===== config.mk =====
export PLATFORM = sky130hd
export DESIGN_NAME = mul32_seq_flat
export DESIGN_NICKNAME = d
export VERILOG_FILES = /design/src/rtl/mul32_seq_if.sv /design/src/rtl/mul32_seq.sv /design/src/flat_wrapper.sv
export SDC_FILE = /design/constraint.sdc
export NUM_CORES = 1
export LEC_CHECK = 0
export ABC_AREA = 1
export BUFFER_PORTS_ARGS = -buffer_cell sky130_fd_sc_hd__buf_2
export CAP_MARGIN = 10
export CORE_ASPECT_RATIO = 0.5
export CORE_MARGIN = 5
export CORE_UTILIZATION = 35
export DETAILED_ROUTE_END_ITERATION = 8
export GPL_TIMING_DRIVEN = 1
export PLACE_DENSITY_LB_ADDON = 0.12
export SLEW_MARGIN = 40
export SYNTH_ARGS = -nofsm -noshare
export SYNTH_HDL_FRONTEND = slang
export SYNTH_SLANG_ARGS = --single-unit

===== constraint.sdc =====
create_clock -name clk -period 4.1 [get_ports clk]
set_input_delay 0.615 -clock clk [delete_from_list [all_inputs] [get_ports clk]]
set_output_delay 0.615 -clock clk [all_outputs]
set_load 0.005 [all_outputs]

===== src/rtl/mul32_seq_if.sv =====
// Handshake/operand bundle for the sequential multiplier.
// master drives op_start/op_clear/operands; slave returns busy/done/result.
interface mul32_seq_if;
  logic        op_start;
  logic        op_clear;
  logic [31:0] multiplicand;
  logic [31:0] multiplier;
  logic        op_busy;
  logic        op_done;
  logic [63:0] result;

  modport master (
    output op_start, op_clear, multiplicand, multiplier,
    input  op_busy, op_done, result
  );

  modport slave (
    input  op_start, op_clear, multiplicand, multiplier,
    output op_busy, op_done, result
  );
endinterface


===== src/rtl/mul32_seq.sv =====
// Radix-2 sequential 32x32 multiplier (IDLE/EXEC/DONE), 32 EXEC cycles.
// Ports: clk, reset_n (async low), bus (mul32_seq_if.slave).
// Define MUL32_SIGNED_EN for Booth signed mode; default is unsigned.

module cla32 (
  input  logic [31:0] a,
  input  logic [31:0] b,
  input  logic        ci,
  output logic [31:0] sum,
  output logic        co
);
  logic [31:0] g;
  logic [31:0] p;
  logic [31:0] c;
  logic [7:0]  gg;
  logic [7:0]  gp;
  logic [8:0]  gc;

  assign g = a & b;
  assign p = a ^ b;
  assign gc[0] = ci;

  for (genvar k = 0; k < 8; k++) begin : grp
    localparam int B = 4 * k;
    assign c[B]   = gc[k];
    assign c[B+1] = g[B]
                  | (p[B] & gc[k]);
    assign c[B+2] = g[B+1]
                  | (p[B+1] & g[B])
                  | (p[B+1] & p[B] & gc[k]);
    assign c[B+3] = g[B+2]
                  | (p[B+2] & g[B+1])
                  | (p[B+2] & p[B+1] & g[B])
                  | (p[B+2] & p[B+1] & p[B] & gc[k]);
    assign gg[k]  = g[B+3]
                  | (p[B+3] & g[B+2])
                  | (p[B+3] & p[B+2] & g[B+1])
                  | (p[B+3] & p[B+2] & p[B+1] & g[B]);
    assign gp[k]  = &p[B+3:B];
    assign gc[k+1] = gg[k] | (gp[k] & gc[k]);
  end

  assign sum = p ^ c;
  assign co  = gc[8];
endmodule

module mul32_seq (
  input logic       clk,
  input logic       reset_n,
  mul32_seq_if.slave bus
);
  typedef enum logic [1:0] {
    IDLE,
    EXEC,
    DONE
  } state_t;

  state_t      state;
  logic [31:0] acc;
  logic [31:0] q;
  logic [31:0] mcand;
  logic [4:0]  count;
  logic        busy;
  logic        done;

  logic [31:0] opnd;
  logic        ci;
  logic [31:0] sum;
  logic        co;
  logic        ext;

`ifdef MUL32_SIGNED_EN
  logic q_m1;

  always_comb begin
    opnd = '0;
    ci   = 1'b0;
    unique case ({q[0], q_m1})
      2'b01: opnd = mcand;
      2'b10: begin
        opnd = ~mcand;
        ci   = 1'b1;
      end
      default: ;
    endcase
  end

  // True sign of the 33-bit sum, so a -2^31 operand cannot overflow.
  assign ext = acc[31] ^ opnd[31] ^ co;
`else
  assign opnd = q[0] ? mcand : '0;
  assign ci   = 1'b0;
  assign ext  = co;
`endif

  cla32 u_cla (
    .a  (acc),
    .b  (opnd),
    .ci (ci),
    .sum(sum),
    .co (co)
  );

  assign bus.op_busy = busy;
  assign bus.op_done = done;
  assign bus.result  = {acc, q};

  always_ff @(posedge clk or negedge reset_n) begin
    if (!reset_n) begin
      state <= IDLE;
      acc   <= '0;
      q     <= '0;
      mcand <= '0;
      count <= '0;
      busy  <= 1'b0;
      done  <= 1'b0;
`ifdef MUL32_SIGNED_EN
      q_m1  <= 1'b0;
`endif
    end else if (bus.op_clear) begin
      state <= IDLE;
      acc   <= '0;
      q     <= '0;
      count <= '0;
      busy  <= 1'b0;
      done  <= 1'b0;
`ifdef MUL32_SIGNED_EN
      q_m1  <= 1'b0;
`endif
    end else begin
      unique case (state)
        IDLE, DONE: begin
          if (bus.op_start) begin
            state <= EXEC;
            acc   <= '0;
            q     <= bus.multiplier;
            mcand <= bus.multiplicand;
            count <= '0;
            busy  <= 1'b1;
            done  <= 1'b0;
`ifdef MUL32_SIGNED_EN
            q_m1  <= 1'b0;
`endif
          end
        end
        EXEC: begin
          acc   <= {ext, sum[31:1]};
          q     <= {sum[0], q[31:1]};
          count <= count + 5'd1;
`ifdef MUL32_SIGNED_EN
          q_m1  <= q[0];
`endif
          if (count == 5'd31) begin
            state <= DONE;
            busy  <= 1'b0;
            done  <= 1'b1;
          end
        end
        default: begin
          state <= IDLE;
          busy  <= 1'b0;
          done  <= 1'b0;
        end
      endcase
    end
  end
endmodule

===== src/flat_wrapper.sv =====
// flat-port wrapper written by rule: the top's interface ports become plain ports
module mul32_seq_flat 
  (clk, reset_n, bus_op_start, bus_op_clear, bus_multiplicand, bus_multiplier, bus_op_busy, bus_op_done, bus_result);
  mul32_seq_if bus_i ();
  input logic clk;
  input logic reset_n;
  input wire logic [$bits(bus_i.op_start)-1:0] bus_op_start;
  input wire logic [$bits(bus_i.op_clear)-1:0] bus_op_clear;
  input wire logic [$bits(bus_i.multiplicand)-1:0] bus_multiplicand;
  input wire logic [$bits(bus_i.multiplier)-1:0] bus_multiplier;
  output wire logic [$bits(bus_i.op_busy)-1:0] bus_op_busy;
  output wire logic [$bits(bus_i.op_done)-1:0] bus_op_done;
  output wire logic [$bits(bus_i.result)-1:0] bus_result;
  assign bus_i.op_start = bus_op_start;
  assign bus_i.op_clear = bus_op_clear;
  assign bus_i.multiplicand = bus_multiplicand;
  assign bus_i.multiplier = bus_multiplier;
  assign bus_op_busy = bus_i.op_busy;
  assign bus_op_done = bus_i.op_done;
  assign bus_result = bus_i.result;
  mul32_seq u_core (.clk(clk), .reset_n(reset_n), .bus(bus_i));
endmodule

After elaboration in Yosys (flattened, before gate mapping). Cells that the tools add are included.

$lt $le $gt $ge: 0. Reduce and logical (&&, ||, !) cells: 13. Shift operators: 0. Div/mod/pow operators: 0. Add/sub/neg operators: 1. Muxes and demuxes: 22. Equal/unequal tests: 5. Bitwise operators: 194. $mul: 0.

Operators by type and width (count): two-way mux 32 bit (5); one-hot mux 32 bit (2 select lines) (2); bitwise AND 1 bit (114); bitwise OR 1 bit (76); XOR 32 bit (2); bitwise AND 32 bit (1); AND reduction 4 bit (7); two-way mux 5 bit (2); one-hot mux 5 bit (2 select lines) (1); two-way mux 1 bit (6); two-way mux 2 bit (3); adder 5 x 1 -> 5 bit (second input constant) (1); equality test 5 bit (second input constant) (1); one-hot mux 1 bit (2 select lines) (2); one-hot mux 2 bit (2 select lines) (1); AND reduction 2 bit (2); inequality test 3 x 2 -> 1 bit (second input constant) (1); inequality test 3 bit (second input constant) (1); AND reduction 3 bit (1); nonzero test 3 bit (1); equality test 2 x 1 -> 1 bit (second input constant) (1); equality test 2 bit (second input constant) (1); logical NOT 2 bit (1); OR reduction 2 bit (1); inverter 1 bit (1).

Memories: 0. Logic and storage cells: 242. Latch bits: 0. Input port bits: 68. Memory bits (writable): 0. Flip-flop bits (word level): 105. ROM bits: 0. Output and inout port bits: 66.

Logic depth before layout (Yosys ltp).
Word-level depth: 23. Gate-level depth with buffers: 26. Mapped depth without buffers: 24.

Hierarchy. Synthesis repeated with hierarchy kept, for this count alone.

Cell total of the unflattened synthesis: 817. Area, all modules: 6179.7 um2.

Modules (own cells, without submodules): mul32_seq (sequential area each 2577.5 um2, area each 4798.4 um2, times used 1, cells an instance 635); cla32 (sequential area each 0.0 um2, area each 1381.3 um2, times used 1, cells an instance 182).

Worst setup path before layout. OpenSTA, ideal clock, no wires.

Path kind: flip-flop to flip-flop. From: register u_core.q[0]. To: register u_core.acc[27]. Setup slack: 1.103 ns. Data arrival time: 2.876 ns. Path buffers: 2. Required time: 3.979 ns. Cell stages (with the launch flop): 23. Setup time: 0.121 ns. Clock period less this slack: 2.997 ns. Path through: dfrtp_1 -> clkbuf_1 -> clkbuf_1 -> nand2_1 -> inv_1 -> ha_1 -> or2_0 -> nand2_1 -> nand2_1 -> nand2_1 -> nand2_2 -> nand2_2 -> nand2_4 -> nand2_4 -> nand2_4 -> nand2_4 -> nand2_4 -> nand2_4 -> nand2_4 -> nand2_4 -> nand2_4 -> fa_1 -> a22o_1.

Cells in the longest elaborated chain, start to end: 21. Elaborated cells on any way between the ends: 80. Those cells by class: 3 x mux; 71 x bitwise; 6 x reduce/logical.

RTL lines: start: declaration (line mul32_seq.sv:60) `logic [31:0] q;`; start signal: assignment (line mul32_seq.sv:136) `q <= bus.multiplier;`; start signal: assignment (line mul32_seq.sv:148) `q <= {sum[0], q[31:1]};`; two-way mux 32 bit (*) (line mul32_seq.sv:91) `assign opnd = q[0] ? mcand : '0;`; XOR 32 bit / bitwise AND 32 bit (equally long branches) (line mul32_seq.sv:20, mul32_seq.sv:19); bitwise AND 1 bit, on equally long branches (line mul32_seq.sv:36, mul32_seq.sv:37, mul32_seq.sv:38); bitwise OR 1 bit, or another cell as far along (line mul32_seq.sv:36) `| (p[B+3] & g[B+2])`; bitwise OR 1 bit / bitwise AND 1 bit (equally long branches) (line mul32_seq.sv:37, mul32_seq.sv:38); bitwise OR 1 bit (line mul32_seq.sv:38) `| (p[B+3] & p[B+2] & p[B+1] & g[B]);`; bitwise AND 1 bit (line mul32_seq.sv:40) `assign gc[k+1] = gg[k] | (gp[k] & gc[k]);`; bitwise OR 1 bit (line mul32_seq.sv:40); [5 not listed]; bitwise OR 1 bit (line mul32_seq.sv:40); bitwise AND 1 bit (line mul32_seq.sv:40); bitwise OR 1 bit (line mul32_seq.sv:40); bitwise AND 1 bit (line mul32_seq.sv:40); bitwise OR 1 bit (line mul32_seq.sv:40); XOR 32 bit (*) (line mul32_seq.sv:43) `assign sum = p ^ c;`; one-hot mux 32 bit (2 select lines) (*) (line mul32_seq.sv:131) `unique case (state)`; two-way mux 32 bit (*) (line mul32_seq.sv:120) `end else if (bus.op_clear) begin`; end signal: assignment (line mul32_seq.sv:147) `acc <= {ext, sum[31:1]};`; end: declaration (line mul32_seq.sv:59) `logic [31:0] acc;`.

Mark *: on every way between the ends. The rest lies on a longest branch, timed or not. A chain may end at the register's enable or synchronous reset.

Final worst setup path. Ends and elaborated chain as after synthesis.

==> results_dict.tcl <==
set metrics [dict create \
    dp_hpwl_mm 10.30 \
    yosysWarningCount 0 \
    multi_input_area_um2 2823 \
    powerDensity_nw_per_um2 362.0 \
    holdBufCountCts 0 \
    grt-ovfl-total 0 \
    report.final.slew_viol_count 0 \
    register_area_um2 2604 \
    io_pins 134 \
    post_cts_buffers 0 \
    cp_slowest_cell "dfrtp_2" \
    root_buffer "clkbuf_16" \
    grt_util_all_layers 0.1571 \
    initial_core_util 0.3535 \
    wirelength_mm 14.39 \
    syn-cell-area_um2 5737 \
    worst_pin_slew_ns 0.7179 \
    place_congestion 0.8067 \
    synth_cells 676 \
    max_stage_delay_ns 0.64 \
    period_share 0.7388 \
    first_pass_iters 4 \
    cts_resized 0 \
    vias 4729 \
    die_area_um2 19210 \
    critical_path_class "register to register" \
    fin_nets 913 \
    cts_sinks 104 \
    vias_per_cell 4.569 \
    worstPathCellList "nand2_1 > inv_1 > ha_1 > or2_0 > nand2_1 > nand2_1 > nand2_1 > nand2_2 > nand2_2 > nand2_4 > nand2_4 > nand2_4 > nand2_4 > nand2_4 > nand2_4 > nand2_4 > nand2_4 > nand2_4 > fa_1 > a22o_1" \
    path_clk_slew_ns 0.07 \
    grt_pass1_wl_mm 24.21 \
    cts_buffers 9 \
    final_hold_viol_count 0 \
    synth.distinct_cells 36 \
    nFillCells 1674 \
    place_ws_ns 0.7620 \
    setup_viol 0 \
    synth_area_per_cell_um2 8.486 \
    mostFrequentLayoutCell "nand2_1" \
    fin_tns_setup_ns 0 \
    antenna_found_initial 1 \
    htree_levels 3 \
    cp.arrival_ns 3.26 \
    critPathMostFrequentCell "nand2_4" \
    row_count 33 \
    leakagePower_nw 4.000 \
    die_x_um 191.1 \
    reg2reg_from "u_core.q[0]" \
    drive_above_1_share 0.2215 \
    cts_tree "done" \
    drt_iter0_drc 164 \
    syn_nets 786 \
    rsz0062_at_grt "no" \
    crit_path_end_kind "register" \
    min_path_type "input port to asynchronous set/reset pin" \
    ys_seq_area_frac 0.4537 \
    ir_drop_mv 0.1885 \
    status "finished clean" \
    routedWlPerCell_um 13.90 \
    worstPathRequired_ns 4.33 \
    syn2layout_area_growth_pct 21.18 \
    diodes 0 \
    drc_errors 0 \
    clock_skew_ns 0.01258 \
    clock_latency_ns 0.35 \
    grt_pass1_vias 4799 \
    fin_ws_ns 1.071 \
    max_cap_viol_count 0 \
    layout_common_cells "nand2_1, buf_2, dfrtp_1" \
    die_h_um 100.5 \
    rrSetupSlack_ns 1.07 \
    clockBufferDepth 2 \
    grt_max_degree 76 \
    slew_headroom 0.5214 \
    coreArea_um2 16230 \
    critPathLaunch "u_core.q[0]" \
    io_buffer_count 133 \
    crit_fanout 22 \
    antenna_left 0 \
    period_needed_ns 3.029 \
    fmax_mhz 330.1 \
    synth-seq-cells 104 \
    startpoint_type "register" \
]
==> Yosys cell counts, drive strengths merged <==
| cell | count | area [um2] |
|---|---|---|
| xor2 | 1 | 8.760 |
| or2 | 2 | 12.52 |
| a211oi | 1 | 7.510 |
| o22ai | 1 | 6.260 |
| nand4 | 1 | 6.260 |
| nor3 | 7 | 35.03 |
| a21oi | 20 | 103.9 |
| o21ai | 58 | 290.3 |
| fa | 8 | 160.2 |
| nand3 | 13 | 65.06 |
| o31ai | 1 | 7.510 |
| a32o | 2 | 20.02 |
| a21o | 2 | 15.01 |
| o32ai | 1 | 8.760 |
| nor3b | 1 | 7.510 |
| ha | 34 | 425.4 |
| buf | 3 | 20.01 |
| a31oi | 1 | 6.260 |
| nor2 | 27 | 103.9 |
| and2 | 1 | 7.510 |
| inv | 60 | 225.2 |
| o21bai | 2 | 15.01 |
| nand2 | 254 | 1031 |
| a22o | 9 | 78.83 |
| mux2i | 31 | 310.3 |
| dfrtp | 104 | 2603 |
| clkbuf | 23 | 86.33 |
| xnor2 | 8 | 70.07 |
==> layer usage <==
metal / up-vias / wire [um] / GRT usage
met5: - / 13 / 0
met4: 2 / 94 / 0.02813
met3: 8 / 761 / 0.04983
met2: 75 / 6177 / 0.2396
met1: 2211 / 7343 / 0.2233
li1: 2433 / - / -
==> worst max-delay path: cells and delay by family (launching register included) <==
kind / cells / cell delay (ns)
compound gates: 1 / 0.23
fa+ha+maj: 2 / 0.68
buf+inv: 1 / 0.07
flops: 1 / 0.64
simple gates: 16 / 1.29
==> power breakdown <==
part | internal, mW | switching (mW) | total, mW
combinational | 0.190 | 0.274 | 0.464
sequential | 1.14 | 0.0920 | 1.24
clock | 0.431 | 0.386 | 0.817
total | 1.77 | 0.752 | 2.52
==> through the flow <==
stage               power, mW    util  cells  hold WS [ns]  instance area (um2)
global placement        1.731  0.4111   1019        0.4601                 6670
global route            2.693  0.4284   1035        0.3600                 6952
finish                  2.517  0.4284   1035        0.2999                 6952
CTS                     2.570  0.4283   1035        0.3362                 6950
detailed placement      1.733  0.4113   1019        0.4626                 6674
floorplan               1.517       -    676        0.3194                 5737
==> flip-flops by register name, indices dropped and copies added (netlist names) <==
register and cells:
u_core.acc 32, u_core.bus.op_done 1, u_core.count 5, u_core.mcand 32, u_core.state 2, u_core.q 32
==> path summary, 6_finish.rpt <==
kind / to / depth (start not counted)
max: u_core.acc[27] / 20
min in group clk: u_core.mcand[3] / 3
min: u_core.q[8] / 1
max in group asynchronous: u_core.mcand[11] / 2
min reg2reg: u_core.mcand[1] / 2
max reg2reg: u_core.acc[27] / 20
==> area by class of cell <==
type,count,area share
Multi-Input combinational cell,486,0.4060
Timing Repair Buffer,142,0.1064
Clock inverter,4,0.004320
Sequential cell,104,0.3746
Tap cell,227,0.04086
Inverter,60,0.03240
Clock buffer,12,0.03546
==> cells by family (layout without fill, tap and decap cells) <==
kind of cell               after synthesis  in the layout  share of synthesized area
AOI/OAI and AO/OA                       98             98                    0.09749
xor gates and xnor gates                 9              9                    0.01374
adders and majority gates               42             42                     0.1021
buffers and inverters                   86            218                    0.05780
DFF                                    104            104                     0.4537
muxes                                   31             31                    0.05409
and+or+nand+nor                        306            306                     0.2212
Note: power is estimated with default switching activity, not from simulation.
